File: src/rtl/soc_bus_arb.sv
// Two-master arbiter for the shared slave bus: one transaction in flight, IDLE -> ADDR -> DATA.
// Define SOC_BUS_ARB_FIXED_PRIO_EN for fixed m0-first priority; round-robin otherwise.
module soc_bus_arb #(
  parameter int unsigned ADDR_W = 32,
  parameter int unsigned DATA_W = 32
) (
  input  logic              clk_i,
  input  logic              rst_n_i,

  input  logic              m0_req_i,
  input  logic [ADDR_W-1:0] m0_addr_i,
  input  logic              m0_we_i,
  input  logic [2:0]        m0_size_i,
  input  logic [DATA_W-1:0] m0_wdata_i,
  output logic              m0_gnt_o,
  output logic              m0_rvalid_o,
  output logic [DATA_W-1:0] m0_rdata_o,

  input  logic              m1_req_i,
  input  logic [ADDR_W-1:0] m1_addr_i,
  input  logic              m1_we_i,
  input  logic [2:0]        m1_size_i,
  input  logic [DATA_W-1:0] m1_wdata_i,
  output logic              m1_gnt_o,
  output logic              m1_rvalid_o,
  output logic [DATA_W-1:0] m1_rdata_o,

  output logic [ADDR_W-1:0] bus_addr_o,
  output logic [2:0]        bus_size_o,
  output logic [DATA_W-1:0] bus_wdata_o,
  output logic              bus_rd_o,
  output logic              bus_we_o,
  input  logic [DATA_W-1:0] bus_rdata_i
);

  typedef enum logic [1:0] {
    StIdle,
    StAddr,
    StData
  } state_e;

  state_e            state_q;
  logic              win_id_q;
  logic              win_we_q;
  logic [1:0]        gnt_q;
  logic [1:0]        rvalid_q;
  logic              bus_rd_q;
  logic              bus_we_q;
  logic [ADDR_W-1:0] bus_addr_q;
  logic [2:0]        bus_size_q;
  logic [DATA_W-1:0] bus_wdata_q;
  logic [DATA_W-1:0] m0_rdata_q;
  logic [DATA_W-1:0] m1_rdata_q;
`ifndef SOC_BUS_ARB_FIXED_PRIO_EN
  logic              last_q;
`endif

  logic              any_req;
  logic              pick;
  logic [ADDR_W-1:0] sel_addr;
  logic [2:0]        sel_size;
  logic [DATA_W-1:0] sel_wdata;
  logic              sel_we;

  // Winner selection; pick = 1 selects m1.
  always_comb begin
    any_req = m0_req_i | m1_req_i;
`ifdef SOC_BUS_ARB_FIXED_PRIO_EN
    pick = ~m0_req_i;
`else
    if (m0_req_i && m1_req_i) begin
      pick = ~last_q;
    end else begin
      pick = m1_req_i;
    end
`endif
    sel_addr  = pick ? m1_addr_i  : m0_addr_i;
    sel_size  = pick ? m1_size_i  : m0_size_i;
    sel_wdata = pick ? m1_wdata_i : m0_wdata_i;
    sel_we    = pick ? m1_we_i    : m0_we_i;
  end

  always_ff @(posedge clk_i or negedge rst_n_i) begin
    if (!rst_n_i) begin
      state_q     <= StIdle;
      win_id_q    <= 1'b0;
      win_we_q    <= 1'b0;
      gnt_q       <= 2'b00;
      rvalid_q    <= 2'b00;
      bus_rd_q    <= 1'b0;
      bus_we_q    <= 1'b0;
      bus_addr_q  <= '0;
      bus_size_q  <= '0;
      bus_wdata_q <= '0;
      m0_rdata_q  <= '0;
      m1_rdata_q  <= '0;
`ifndef SOC_BUS_ARB_FIXED_PRIO_EN
      last_q      <= 1'b1;
`endif
    end else begin
      // Grant, strobes and completion are single-cycle pulses.
      gnt_q    <= 2'b00;
      rvalid_q <= 2'b00;
      bus_rd_q <= 1'b0;
      bus_we_q <= 1'b0;
      unique case (state_q)
        StIdle: begin
          if (any_req) begin
            state_q     <= StAddr;
            win_id_q    <= pick;
            win_we_q    <= sel_we;
            bus_addr_q  <= sel_addr;
            bus_size_q  <= sel_size;
            bus_wdata_q <= sel_wdata;
            bus_rd_q    <= ~sel_we;
            bus_we_q    <= sel_we;
            gnt_q       <= pick ? 2'b10 : 2'b01;
`ifndef SOC_BUS_ARB_FIXED_PRIO_EN
            last_q      <= pick;
`endif
          end
        end
        StAddr: begin
          state_q <= StData;
        end
        StData: begin
          state_q  <= StIdle;
          rvalid_q <= win_id_q ? 2'b10 : 2'b01;
          if (!win_we_q) begin
            if (win_id_q) begin
              m1_rdata_q <= bus_rdata_i;
            end else begin
              m0_rdata_q <= bus_rdata_i;
            end
          end
        end
        default: begin
          state_q <= StIdle;
        end
      endcase
    end
  end

  assign m0_gnt_o    = gnt_q[0];
  assign m1_gnt_o    = gnt_q[1];
  assign m0_rvalid_o = rvalid_q[0];
  assign m1_rvalid_o = rvalid_q[1];
  assign m0_rdata_o  = m0_rdata_q;
  assign m1_rdata_o  = m1_rdata_q;
  assign bus_addr_o  = bus_addr_q;
  assign bus_size_o  = bus_size_q;
  assign bus_wdata_o = bus_wdata_q;
  assign bus_rd_o    = bus_rd_q;
  assign bus_we_o    = bus_we_q;

endmodule

File: config.mk
export PLATFORM = sky130hd
export DESIGN_NAME = soc_bus_arb
export DESIGN_NICKNAME = d
export VERILOG_FILES = /design/src/rtl/soc_bus_arb.sv
export SDC_FILE = /design/constraint.sdc
export NUM_CORES = 1
export LEC_CHECK = 0
export CAP_MARGIN = 30
export CORE_MARGIN = 4
export CORE_UTILIZATION = 30
export DETAILED_ROUTE_END_ITERATION = 16
export PLACE_DENSITY = 0.76
export SYNTH_ARGS = -nofsm -noshare
export SYNTH_HDL_FRONTEND = slang
export SYNTH_SLANG_ARGS = --single-unit
File: constraint.sdc
create_clock -name clk_i -period 2.3 [get_ports clk_i]
set_input_delay 0.46 -clock clk_i [delete_from_list [all_inputs] [get_ports clk_i]]
set_output_delay 0.46 -clock clk_i [all_outputs]
set_load 0.01 [all_outputs]
-- After elaboration in Yosys (flattened, before gate mapping)
Index checks and enable logic that the tools add are counted.
- logic and storage cells: 42
- flip-flop bits (word level): 142
- input port bits: 172
- output and inout port bits: 137
- multiplexer cells: 16
- bitwise gates (word level): 5
- reduce and logical (&&, ||, !) cells: 5
- equality and inequality tests: 3
- operators with widths (cell ; number):
    $mux 32 ; 2
    $mux 2 ; 6
    $mux 1 ; 6
    $reduce_and 3->1 ; 2
    $not 1->1 ; 4
    $pmux 2 s2 ; 1
    $mux 3 ; 1
    $eq 2x1->1 const B ; 1
    $eq 2x2->1 const B ; 1
    $logic_not 2->1 ; 1
    $ne 2x2->1 const B ; 1
    $reduce_and 2->1 ; 1
    $logic_and 1x1->1 ; 1
    $or 1x1->1 ; 1

-- Longest topological paths before layout
- depth in word-level cells: 6
- mapped depth: 7
- gate-level depth less buffers: 4

-- Worst setup path before layout
Ideal clock, no wire load.
- path kind: input to register
- start point: input m1_req_i
- end point: register bus_addr_q[29], in the netlist bus_addr_o[29]
- buffers on the path: 3
- path slack: 666 ps
- setup time: 126 ps
- arrival time: 1508 ps
- cell stages on the path: 6
- data required time: 2174 ps
- cell sequence: or2_1 -> buf_2 -> and3_4 -> buf_6 -> buf_6 -> a221o_1
- word-level cells in the longest chain between the ends: 3
- elaborated cells on any way between the ends: 5
- those cells by class: 2 x mux; 1 x bitwise; 2 x reduce/logical
- ends and longest elaborated chain (what ; RTL line ; text):
    start: declaration ; 19 ; input logic m1_req_i,
    $logic_and 1x1->1 ; 71 ; if (m0_req_i && m1_req_i) begin
    $mux 1 ; 71 ;
    $mux 32 ; 77 ; sel_addr = pick ? m1_addr_i : m0_addr_i;
    end signal: assignment ; 112 ; bus_addr_q <= sel_addr;
    end: declaration ; 49 ; logic [ADDR_W-1:0] bus_addr_q;
Several ways; a longest one is shown, not always the timed one.
A chain may end at the register's enable or synchronous reset.

-- Worst setup path in the final report
- start point: register bus_size_q[1], in the netlist bus_size_o[1]
- end point: output bus_size_o[1]
- RTL lines (what ; RTL line ; text):
    start: declaration ; 50 ; logic [2:0] bus_size_q;
    start signal: assignment ; 113 ; bus_size_q <= sel_size;
    end: declaration ; 29 ; output logic [2:0] bus_size_o,
No word-level cell between the ends.

==> impl_metrics.tcl <==
set metrics [dict create \
    status "finished, final reports clean" \
    post_cts.repair.setup_buffers 0 \
    htree_levels 4 \
    die_h_microns 147 \
    finish.net_count 920 \
    slowest_delay_ns 0.57 \
    grt_setup_unrepaired "false" \
    reg2reg_to "bus_wdata_o[18]" \
    clock_path_buffers 2 \
    drtAntennaViolNets 0 \
    drt-initial-drc-count 177 \
    chipWidth_microns 147 \
    area_growth_pct 68.7 \
    core_sq_um 18800 \
    setup-violations-final 0 \
    internal-power_mw 8.84 \
    synth.distinct_cells 30 \
    first_pass_iters 4 \
    r2r_slack_ns 0.64 \
    fin_ws_ns 0.448 \
    register_area_sq_um 3550 \
    fin_crit_ns 1.85 \
    drc_errors 0 \
    fp-row-count 50 \
    cp-startpoint "bus_size_o[1]" \
    critPathKind "register to output pin" \
    ctsHoldBuffers 0 \
    worst-endpoint-arrival_ns 1.39 \
    grt_pass1_vias 4955 \
    slew_viol_final 0 \
    grt_antenna_before_repair 0 \
    crit_chain "clkdlybuf4s50_1" \
    netlist_area_sq_um 5790 \
    ys.flop_type "dfrtp_1" \
    antenna-diode-count 0 \
    ir_worst_vdd_v 0.000535 \
    start_util_pct 30.8 \
    worstHoldPathType "input port to asynchronous set/reset pin" \
    reg2reg_from "last_q" \
    grtUsageTotal_pct 16.8 \
    end_kind "output pin" \
    final_hold_viol_count 0 \
    critPathSlowestCell "clkdlybuf4s50_1" \
    fin_skew_ns 0.0117 \
    fmax_mhz 540 \
    critPathLaunchType "register" \
    worst_slew_pin_slew_ns 0.546 \
    power_density_nw_per_um2 1350 \
    postSynthNetCount 617 \
    layout_common_cells "307 x clkdlybuf4s50_1, 141 x dfrtp_1, 57 x mux2_2, 45 x and3_1, 45 x a221o_1" \
    grt_pass1_wl_microns 28600 \
    fillCellCount 1661 \
    clock_latency_ns 0.41 \
    wire_per_inst_microns 18.1 \
    slew_headroom_pct 63.6 \
    io_buffers 308 \
    cp.required_ns 1.84 \
    postRouteWirelength_microns 18400 \
    r2r_cells 3 \
    cts_resized 0 \
    grt_max_degree 56 \
    utilization_pct 51.9 \
    routed-via-count 4864 \
    cts_sinks 142 \
    critical_path.top_delay_family "buffers and inverters" \
    cp_max_fo 2 \
    syn_avg_cell_area_sq_um 13.0 \
    yosys_warnings 0 \
    async_flop_share_pct 100 \
    critPathBufInv 1 \
    cap_violations 0 \
    hold_slack_ns 0.0118 \
    dp_slack_ns 0.128 \
    cts_tree "done" \
    p_leak_nw 4.20 \
    post-route-period-util_pct 80.5 \
    cts_buffers 17 \
    worst-path-stages 1 \
    final_common_cell "clkdlybuf4s50_1" \
    path_clk_slew_ns 0.06 \
    switchingPower_mw 4.34 \
    power_frac_comb_pct 45.1 \
    grt_overflow_total 0 \
    synth_seq_area_share_pct 61.4 \
    drive_gt1_share_pct 15.0 \
    ios 309 \
    synth_edf_count 0 \
    synth_top_area_share_pct 60.9 \
    dieArea_sq_um 21600 \
    yosysTopAreaCell "dfrtp_1" \
    seqPwrFrac_pct 33.8 \
    swShare_pct 32.9 \
    pwr-share-clk_pct 21.1 \
    ys_ff_latch 142 \
    ys_top_cells_by_area "dfrtp_1 61%, mux2_2 11%, a221o_1 7.8%" \
    via_per_inst 4.76 \
    dpl.hpwl_microns 13600 \
    syn_inst 445 \
    multi_input_area_sq_um 2040 \
    setup_tns_ns 0 \
    cts-root-buf "clkbuf_16" \
    routabilityCongestion 0.835 \
]
==> power groups by stage <==
stage / registers (mW) / clock network (mW) / logic, mW
2_1_floorplan: 4.93 / 0 / 2.16
3_3_place_gp: 4.46 / 0 / 5.93
3_5_place_dp: 4.48 / 0 / 6.03
4_1_cts: 4.47 / 2.87 / 6.02
5_1_grt: 4.63 / 2.98 / 6.37
6_report: 4.46 / 2.78 / 5.94
==> synthesized netlist by cell type, types with 2 or more instances <==
cell type,instances
mux2_2,57
nor2_1,4
a31oi_1,22
buf_2,13
a221o_1,45
buf_6,8
and3_1,45
dfrtp_1,141
clkbuf_1,15
a21oi_1,24
mux2_1,7
nor3_2,2
nand2_1,45
==> routing by layer <==
metal	global-route usage [%]	wire length, microns	vias up
met5	0	0	-
li1	-	-	2261
met4	4.52	340	0
met3	6.60	1640	18
met1	20.5	7530	2344
met2	28.0	8930	241
==> cell families after synthesis <==
kind of cell	Yosys count	synth area share [%]
flops	142	61.4
buf+inv	40	4.00
simple gates	103	9.23
compound gates	95	12.8
mux	65	12.6
==> final cells by class <==
cell class / count / share of cell area (%)
tap: 260 / 3.33
clock buffer: 17 / 4.35
clock inverter: 15 / 1.74
inverter: 2 / 0.0768
sequential: 142 / 36.4
timing repair buffer: 322 / 33.3
multi-input combinational: 263 / 20.8
==> worst max path at each step <==
stage                                  to
after floorplan            bus_addr_o[29]
after global placement    bus_wdata_o[20]
after detailed placement  bus_wdata_o[15]
after CTS                   bus_addr_o[2]
after global routing        bus_size_o[1]
final                       bus_size_o[1]
==> flip-flops by register name, summed over array words and instances, names as in the netlist <==
name and flops:
gnt_q 2, win_we_q 1, bus_wdata_o 32, m1_rdata_o 32, bus_addr_o 32, win_id_q 1, bus_size_o 3, last_q 1
state_q 2, m0_rdata_o 32, bus_we_o 1, rvalid_q 2, bus_rd_o 1
==> metrics by stage <==
stage	instances	power, mW	instance area [sq um]
floorplan	445	7.08	5790
global placement	989	10.4	9180
detailed placement	989	10.5	9180
CTS	1021	13.4	9770
global route	1021	14.0	9770
finish	1021	13.2	9770
Power figures use the tool's default switching activity.
